File: src/rtl/scroll_ctrl_if.sv
// Column-source handshake and column-shifter bus seen by scroll_ctrl.
// master = the sequencer, slave = the source/shifter side.
interface scroll_ctrl_if #(
  parameter int LEN_W = 8
);
  logic             col_req;
  logic [LEN_W-1:0] col_idx;
  logic [7:0]       col_data;
  logic             col_valid;
  logic [7:0]       ex;
  logic             sh_en;
  logic             sh_dir;
  logic [7:0]       sh_d;
  logic             upd;

  modport master (
    output col_req, col_idx, sh_en, sh_dir, sh_d, upd,
    input  col_data, col_valid, ex
  );

  modport slave (
    input  col_req, col_idx, sh_en, sh_dir, sh_d, upd,
    output col_data, col_valid, ex
  );
endinterface

File: src/rtl/scroll_ctrl.sv
// Column-scroll sequencer for the 8x8 MAX7219 path: paces column shifts at a
// programmable rate, streaming bytes from a column source or rotating the ejected column.
module scroll_ctrl #(
  parameter int DIV_W = 24,
  parameter int LEN_W = 8
) (
  input  logic             clk,
  input  logic             rst,
  input  logic             start,
  input  logic             stop,
  input  logic             mode,
  input  logic             dir_in,
  input  logic [DIV_W-1:0] period,
  input  logic [LEN_W-1:0] msg_len,
  input  logic             loop,
  scroll_ctrl_if.master    bus,
  output logic             busy,
  output logic             done
);

  typedef enum logic [1:0] {IDLE, FETCH, WAIT, DONE} state_t;

  state_t           state, state_nxt;
  logic [DIV_W-1:0] cnt;
  logic [DIV_W-1:0] period_r;
  logic [LEN_W-1:0] idx;
  logic [LEN_W-1:0] len_r;
  logic [7:0]       data_r;
  logic             mode_r, dir_r, loop_r, upd_r;
  logic             abort, cnt_zero, last_col, step;

  // An abort (stop or reset) suppresses every pulse in its own cycle.
  assign abort    = stop | rst;
  assign cnt_zero = (cnt == '0);
  assign last_col = (idx == len_r - LEN_W'(1));
  assign step     = (state == WAIT) && cnt_zero && !abort;

  always_ff @(posedge clk) begin
    if (rst) state <= IDLE;
    else     state <= state_nxt;
  end

  always_comb begin
    state_nxt = state;
    if (stop) begin
      state_nxt = IDLE;
    end else begin
      case (state)
        IDLE:    if (start) state_nxt = mode ? WAIT : ((msg_len == '0) ? DONE : FETCH);
        FETCH:   if (bus.col_valid) state_nxt = WAIT;
        WAIT:    if (cnt_zero && !mode_r) state_nxt = (last_col && !loop_r) ? DONE : FETCH;
        DONE:    state_nxt = IDLE;
        default: state_nxt = IDLE;
      endcase
    end
  end

  // The step counter keeps running during a fetch so source latency overlaps the period.
  always_ff @(posedge clk) begin
    if (rst) begin
      cnt      <= '0;
      period_r <= '0;
      idx      <= '0;
      len_r    <= '0;
      data_r   <= '0;
      mode_r   <= 1'b0;
      dir_r    <= 1'b0;
      loop_r   <= 1'b0;
      upd_r    <= 1'b0;
    end else begin
      upd_r <= step;
      if (!stop) begin
        case (state)
          IDLE: begin
            if (start) begin
              mode_r   <= mode;
              dir_r    <= dir_in;
              period_r <= period;
              len_r    <= msg_len;
              loop_r   <= loop;
              cnt      <= period;
              idx      <= '0;
            end
          end
          FETCH: begin
            if (!cnt_zero) cnt <= cnt - DIV_W'(1);
            if (bus.col_valid) data_r <= bus.col_data;
          end
          WAIT: begin
            if (!cnt_zero) begin
              cnt <= cnt - DIV_W'(1);
            end else begin
              cnt <= period_r;
              if (!mode_r) begin
                if (!last_col)   idx <= idx + LEN_W'(1);
                else if (loop_r) idx <= '0;
              end
            end
          end
          default: ;
        endcase
      end
    end
  end

  always_comb begin
    bus.col_req = (state == FETCH) && !abort;
    bus.col_idx = idx;
    bus.sh_en   = step;
    bus.sh_dir  = dir_r;
    bus.sh_d    = mode_r ? bus.ex : data_r;
    bus.upd     = upd_r;
    busy        = (state == FETCH) || (state == WAIT);
    done        = (state == DONE) && !abort;
  end

endmodule

File: src/flat_wrapper.sv
// flat-port wrapper written by rule: the top's interface ports become plain ports
module scroll_ctrl_flat 
#(
  parameter int DIV_W = 24,
  parameter int LEN_W = 8
)
  (clk, rst, start, stop, mode, dir_in, period, msg_len, loop, busy, done, bus_col_req, bus_col_idx, bus_sh_en, bus_sh_dir, bus_sh_d, bus_upd, bus_col_data, bus_col_valid, bus_ex);
  scroll_ctrl_if #(.LEN_W(LEN_W)) bus_i ();
  input  logic clk;
  input  logic rst;
  input  logic start;
  input  logic stop;
  input  logic mode;
  input  logic dir_in;
  input  logic [DIV_W-1:0] period;
  input  logic [LEN_W-1:0] msg_len;
  input  logic loop;
  output logic busy;
  output logic done;
  output wire logic [$bits(bus_i.col_req)-1:0] bus_col_req;
  output wire logic [$bits(bus_i.col_idx)-1:0] bus_col_idx;
  output wire logic [$bits(bus_i.sh_en)-1:0] bus_sh_en;
  output wire logic [$bits(bus_i.sh_dir)-1:0] bus_sh_dir;
  output wire logic [$bits(bus_i.sh_d)-1:0] bus_sh_d;
  output wire logic [$bits(bus_i.upd)-1:0] bus_upd;
  input wire logic [$bits(bus_i.col_data)-1:0] bus_col_data;
  input wire logic [$bits(bus_i.col_valid)-1:0] bus_col_valid;
  input wire logic [$bits(bus_i.ex)-1:0] bus_ex;
  assign bus_col_req = bus_i.col_req;
  assign bus_col_idx = bus_i.col_idx;
  assign bus_sh_en = bus_i.sh_en;
  assign bus_sh_dir = bus_i.sh_dir;
  assign bus_sh_d = bus_i.sh_d;
  assign bus_upd = bus_i.upd;
  assign bus_i.col_data = bus_col_data;
  assign bus_i.col_valid = bus_col_valid;
  assign bus_i.ex = bus_ex;
  scroll_ctrl #(.DIV_W(DIV_W), .LEN_W(LEN_W)) u_core (.clk(clk), .rst(rst), .start(start), .stop(stop), .mode(mode), .dir_in(dir_in), .period(period), .msg_len(msg_len), .loop(loop), .bus(bus_i), .busy(busy), .done(done));
endmodule
File: config.mk
export PLATFORM = sky130hd
export DESIGN_NAME = scroll_ctrl_flat
export DESIGN_NICKNAME = d
export VERILOG_FILES = /design/src/rtl/scroll_ctrl_if.sv /design/src/rtl/scroll_ctrl.sv /design/src/flat_wrapper.sv
export SDC_FILE = /design/constraint.sdc
export NUM_CORES = 1
export LEC_CHECK = 0
export BUFFER_PORTS_ARGS = -buffer_cell sky130_fd_sc_hd__buf_2
export CAP_MARGIN = 15
export CORE_MARGIN = 3
export CORE_UTILIZATION = 45
export CTS_CLUSTER_SIZE = 25
export DETAILED_ROUTE_END_ITERATION = 6
export PLACE_DENSITY = 0.75
export SLEW_MARGIN = 5
export SYNTH_ARGS = -nofsm -noshare
export SYNTH_HDL_FRONTEND = slang
export SYNTH_SLANG_ARGS = --single-unit
export TNS_END_PERCENT = 10
File: constraint.sdc
create_clock -name clk -period 3.5 [get_ports clk]
set_clock_uncertainty 0.05 [all_clocks]
set_input_delay 1.05 -clock clk [delete_from_list [all_inputs] [get_ports clk]]
set_output_delay 1.05 -clock clk [all_outputs]
set_load 0.01 [all_outputs]
==> summary.txt <==
Timing
  – Final count of hold timing violations: 0
  – Final WS setup: 0.0942 ns
  – Fin crit period: 3.41 ns
  – Highest clock rate: 294 MHz
  – Final setup vio count: 0
  – Worst hold margin: 0.409 ns
  – Worst slew pin tran: 0.834 ns
  – RSZ-0062 raised after global routing: true
  – Period utilisation layout: 97.3%
  – Worst relative slew slack: 44.3%
  – Final slew viol count: 0

Logic synthesis
  – Post-synth cell types: 54
  – Mean Syn Cell Area: 7.68 µm²
  – Synth Area in Compound Gates: 23.7%
  – Largest family of logic cells by synthesized area: simple AND/OR/NAND/NOR gates
  – Syn nets: 647
  – Number of synthesized flops with an enable pin: 0
  – Post-synthesis simple-gate area fraction: 24.6%
  – Main area contributors after synthesis: dfxtp_1 (35%), a21oi_1 (8.2%), nand2_1 (8.1%)
  – Ys flop type: dfxtp_1
  – Synthesized area: 0.00447 mm²
  – Largest area contributor in the netlist: dfxtp_1
  – Mux contribution to synthesized area: 4.26%
  – Synth Register Bits: 78
  – Syn. warnings: 0
  – Register area share after synthesis: 34.9%
  – Synth top area share: 34.9%
  – Adder-cell share of the synthesized area: 2.52%
  – Synthesized instance count: 582
  – Async SR Flop Fraction: 0%
  – Xor and xnor area share after synthesis: 5.01%

Final layout
  – Synth-to-layout area growth: 18.3%
  – Final #Nets: 716
  – # fillers: 918
  – Most frequent cells in the layout: nand2_1 (97), buf_2 (77), a21oi_1 (73), dfxtp_1 (73), nor2_1 (57)
  – Most common cell after layout, fill and taps aside: nand2_1
  – Multi-input logic area: 0.00273 mm²
  – Layout cells sized above 1: 22.3%
  – Finished Layout Cells: 785
  – Total area of sequential cells: 0.00157 mm²
  – Ant. Diodes: 0
  – Util after Layout: 55.9%

Global routing
  – Vias in the first global route: 4,236
  – First-pass GRT wire length: 19.9 mm
  – Initial antenna violation count: 0
  – GRT Util Overall: 21.3%
  – Gr ovfl total: 0
  – Largest net degree at the start of global routing: 82

Setup path
  – Startpoint Class: flip-flop
  – CP Depth: 5
  – Critical Path RT: 2.40 ns
  – Critical R2R Launch: u_core.cnt[8]
  – Crit-path cells: or4_4 -> or4_4 -> nor3_4 -> nor3b_2 -> buf_2
  – Critical path's top delay family: simple AND/OR/NAND/NOR gates
  – CP Class: flip-flop to output port
  – Cell mode on critical path: or4_4
  – Critical Path Source: u_core.cnt[8]
  – CP bufs+invs: 1
  – CP endpoint kind: output port
  – RR Endpoint: u_core.bus.col_idx[2]
  – Slowest-stage cell, CP: or4_4
  – Path depth of the worst reg2reg path: 8
  – Critical path's largest stage delay: 0.54 ns
  – Reg-to-reg slack, setup: 0.39 ns
  – Arrival @ worst endpoint: 2.31 ns
  – CP Capture Point: bus_sh_en
  – CP Max Fanout: 5

Job
  – Max Cap Viol: 0

Placed design
  – DP HPWL: 8.28 mm
  – Setup WS pre-CTS: 0.224 ns
  – Placed insts: 761
  – Gpl congestion: 0.886
  – Port buffer count: 77

Die
  – Site Rows: 35
  – Starting Density: 47.2%
  – Total die area: 0.0112 mm²
  – Core ar.: 0.00946 mm²
  – Height of the chip: 106 µm
  – # IOs: 78
  – Die X: 106 µm

Power and ir drop
  – Maximum VDD drop: 289 µV
  – Total power: 2.22 mW
  – Pwr dens: 420 mW/mm²
  – Leakage power: 2.19 nW

Route
  – First-pass DRT Iterations: 5
  – Routed len/inst: 15.3 µm
  – # DRC: 0
  – Final ANT Viol Nets: 0
  – Detailed-route via count: 4,413
  – Final wirelength: 12.0 mm
  – Drt first-iter violations: 238
  – DR vias/cell: 5.62

CTS
  – CTS sink count: 78
  – Root cell of the clock tree: clkbuf_8
  – Clock slew at reported path FFs: 0.09 ns
  – CTS H-tree lvls: 3
  – CTS tree: yes
  – Cts bufs inserted: 9
  – Later-pin clock latency in the skew report: 0.35 ns
  – Clock Tree Buf Depth: 2

Status
  – Status: complete, no violations

Hold path
  – Hold Path Class: flip-flop to flip-flop
-- metrics by stage --
step | cell area, µm² | setup TNS, ns
floorplan | 4470 | 0
global placement | 4970 | 0
detailed placement | 4970 | 0
CTS | 5240 | -0.0269
global route | 5290 | -0.0100
finish | 5290 | 0
-- final cells by class --
| cell class | instances | share of cell area, % |
|---|---|---|
| flip-flops and latches | 78 | 29.8 |
| inverters | 16 | 1.18 |
| clock buffers | 10 | 2.60 |
| repair buffers | 97 | 10.4 |
| multi-input cells | 449 | 51.7 |
| clock inverters | 6 | 1.33 |
| well taps | 129 | 3.05 |
-- state kept, by name (all words and copies together), names as in the netlist --
signal              cells
u_core.bus.sh_dir       1
u_core.period_r        24
u_core.len_r            8
u_core.bus.col_idx      8
u_core.state            2
u_core.data_r           8
u_core.loop_r           1
u_core.mode_r           1
u_core.cnt             24
u_core.bus.upd          1
-- worst min-delay path, cell delays in order (launching register included) --
cell	delay, ns
dfxtp_1	0.32
nand2_1	0.05
a21oi_1	0.05
-- per-layer routing --
metal | GRT usage (%) | up-vias | wire length [µm]
met2 | 37.9 | 111 | 6170
met5 | 0 | - | 0
li1 | - | 2196 | -
met3 | 4.35 | 10 | 488
met1 | 26.4 | 2096 | 5240
met4 | 4.53 | 0 | 127
-- worst min path at each step --
stage | startpoint | to | cells after the start
floorplan | u_core.period_r[20] | u_core.period_r[20] | 2
detailed placement | u_core.bus.sh_dir | u_core.bus.sh_dir | 2
CTS | u_core.bus.sh_dir | u_core.bus.sh_dir | 2
finish | u_core.bus.sh_dir | u_core.bus.sh_dir | 2
global placement | u_core.bus.sh_dir | u_core.bus.sh_dir | 2
global route | u_core.period_r[0] | u_core.period_r[0] | 2
-- synth_stat cells (all sizes together) (2+ instances only) --
library cell	number
o41ai	4
a21o	23
or4	8
o32ai	4
o21ai	27
a22oi	7
nor3b	5
clkbuf	30
nor4	8
nor3	10
nand3	8
nand4b	3
a311oi	4
nand3b	5
or3	14
mux2i	10
a2111oi	2
nand2	97
a211oi	2
a21oi	73
a221oi	5
inv	16
o31ai	7
nor2b	3
ha	9
dfxtp	78
nand4	5
a31oi	2
buf	9
mux2	8
or2	3
xor2	12
nor2	57
xnor2	11
o211ai	2
-- kinds of logic after synthesis --
| group | count (synthesis) |
|---|---|
| AO/OA/AOI/OAI | 167 |
| XOR/XNOR | 24 |
| adder cells (fa/ha/maj) | 9 |
| buffers and inverters | 55 |
| flip-flops | 78 |
| multiplexers | 18 |
| AND/OR/NAND/NOR | 231 |
-- what timing repair did --
action / CTS / global route
buffers inserted: 4 / 4
setup endpoints to repair: 1 / 1
hold buffers: 0 / 0
resized for setup: 10 / 6
pin swaps: 3 / 4
-- power by group --
part | leakage (nW) | internal, mW | switching [mW]
Sequential | 0.638 | 0.931 | 0.0457
Combinational | 1.46 | 0.233 | 0.302
Clock | 0.0951 | 0.353 | 0.358
(Power assumes the default switching activity.)
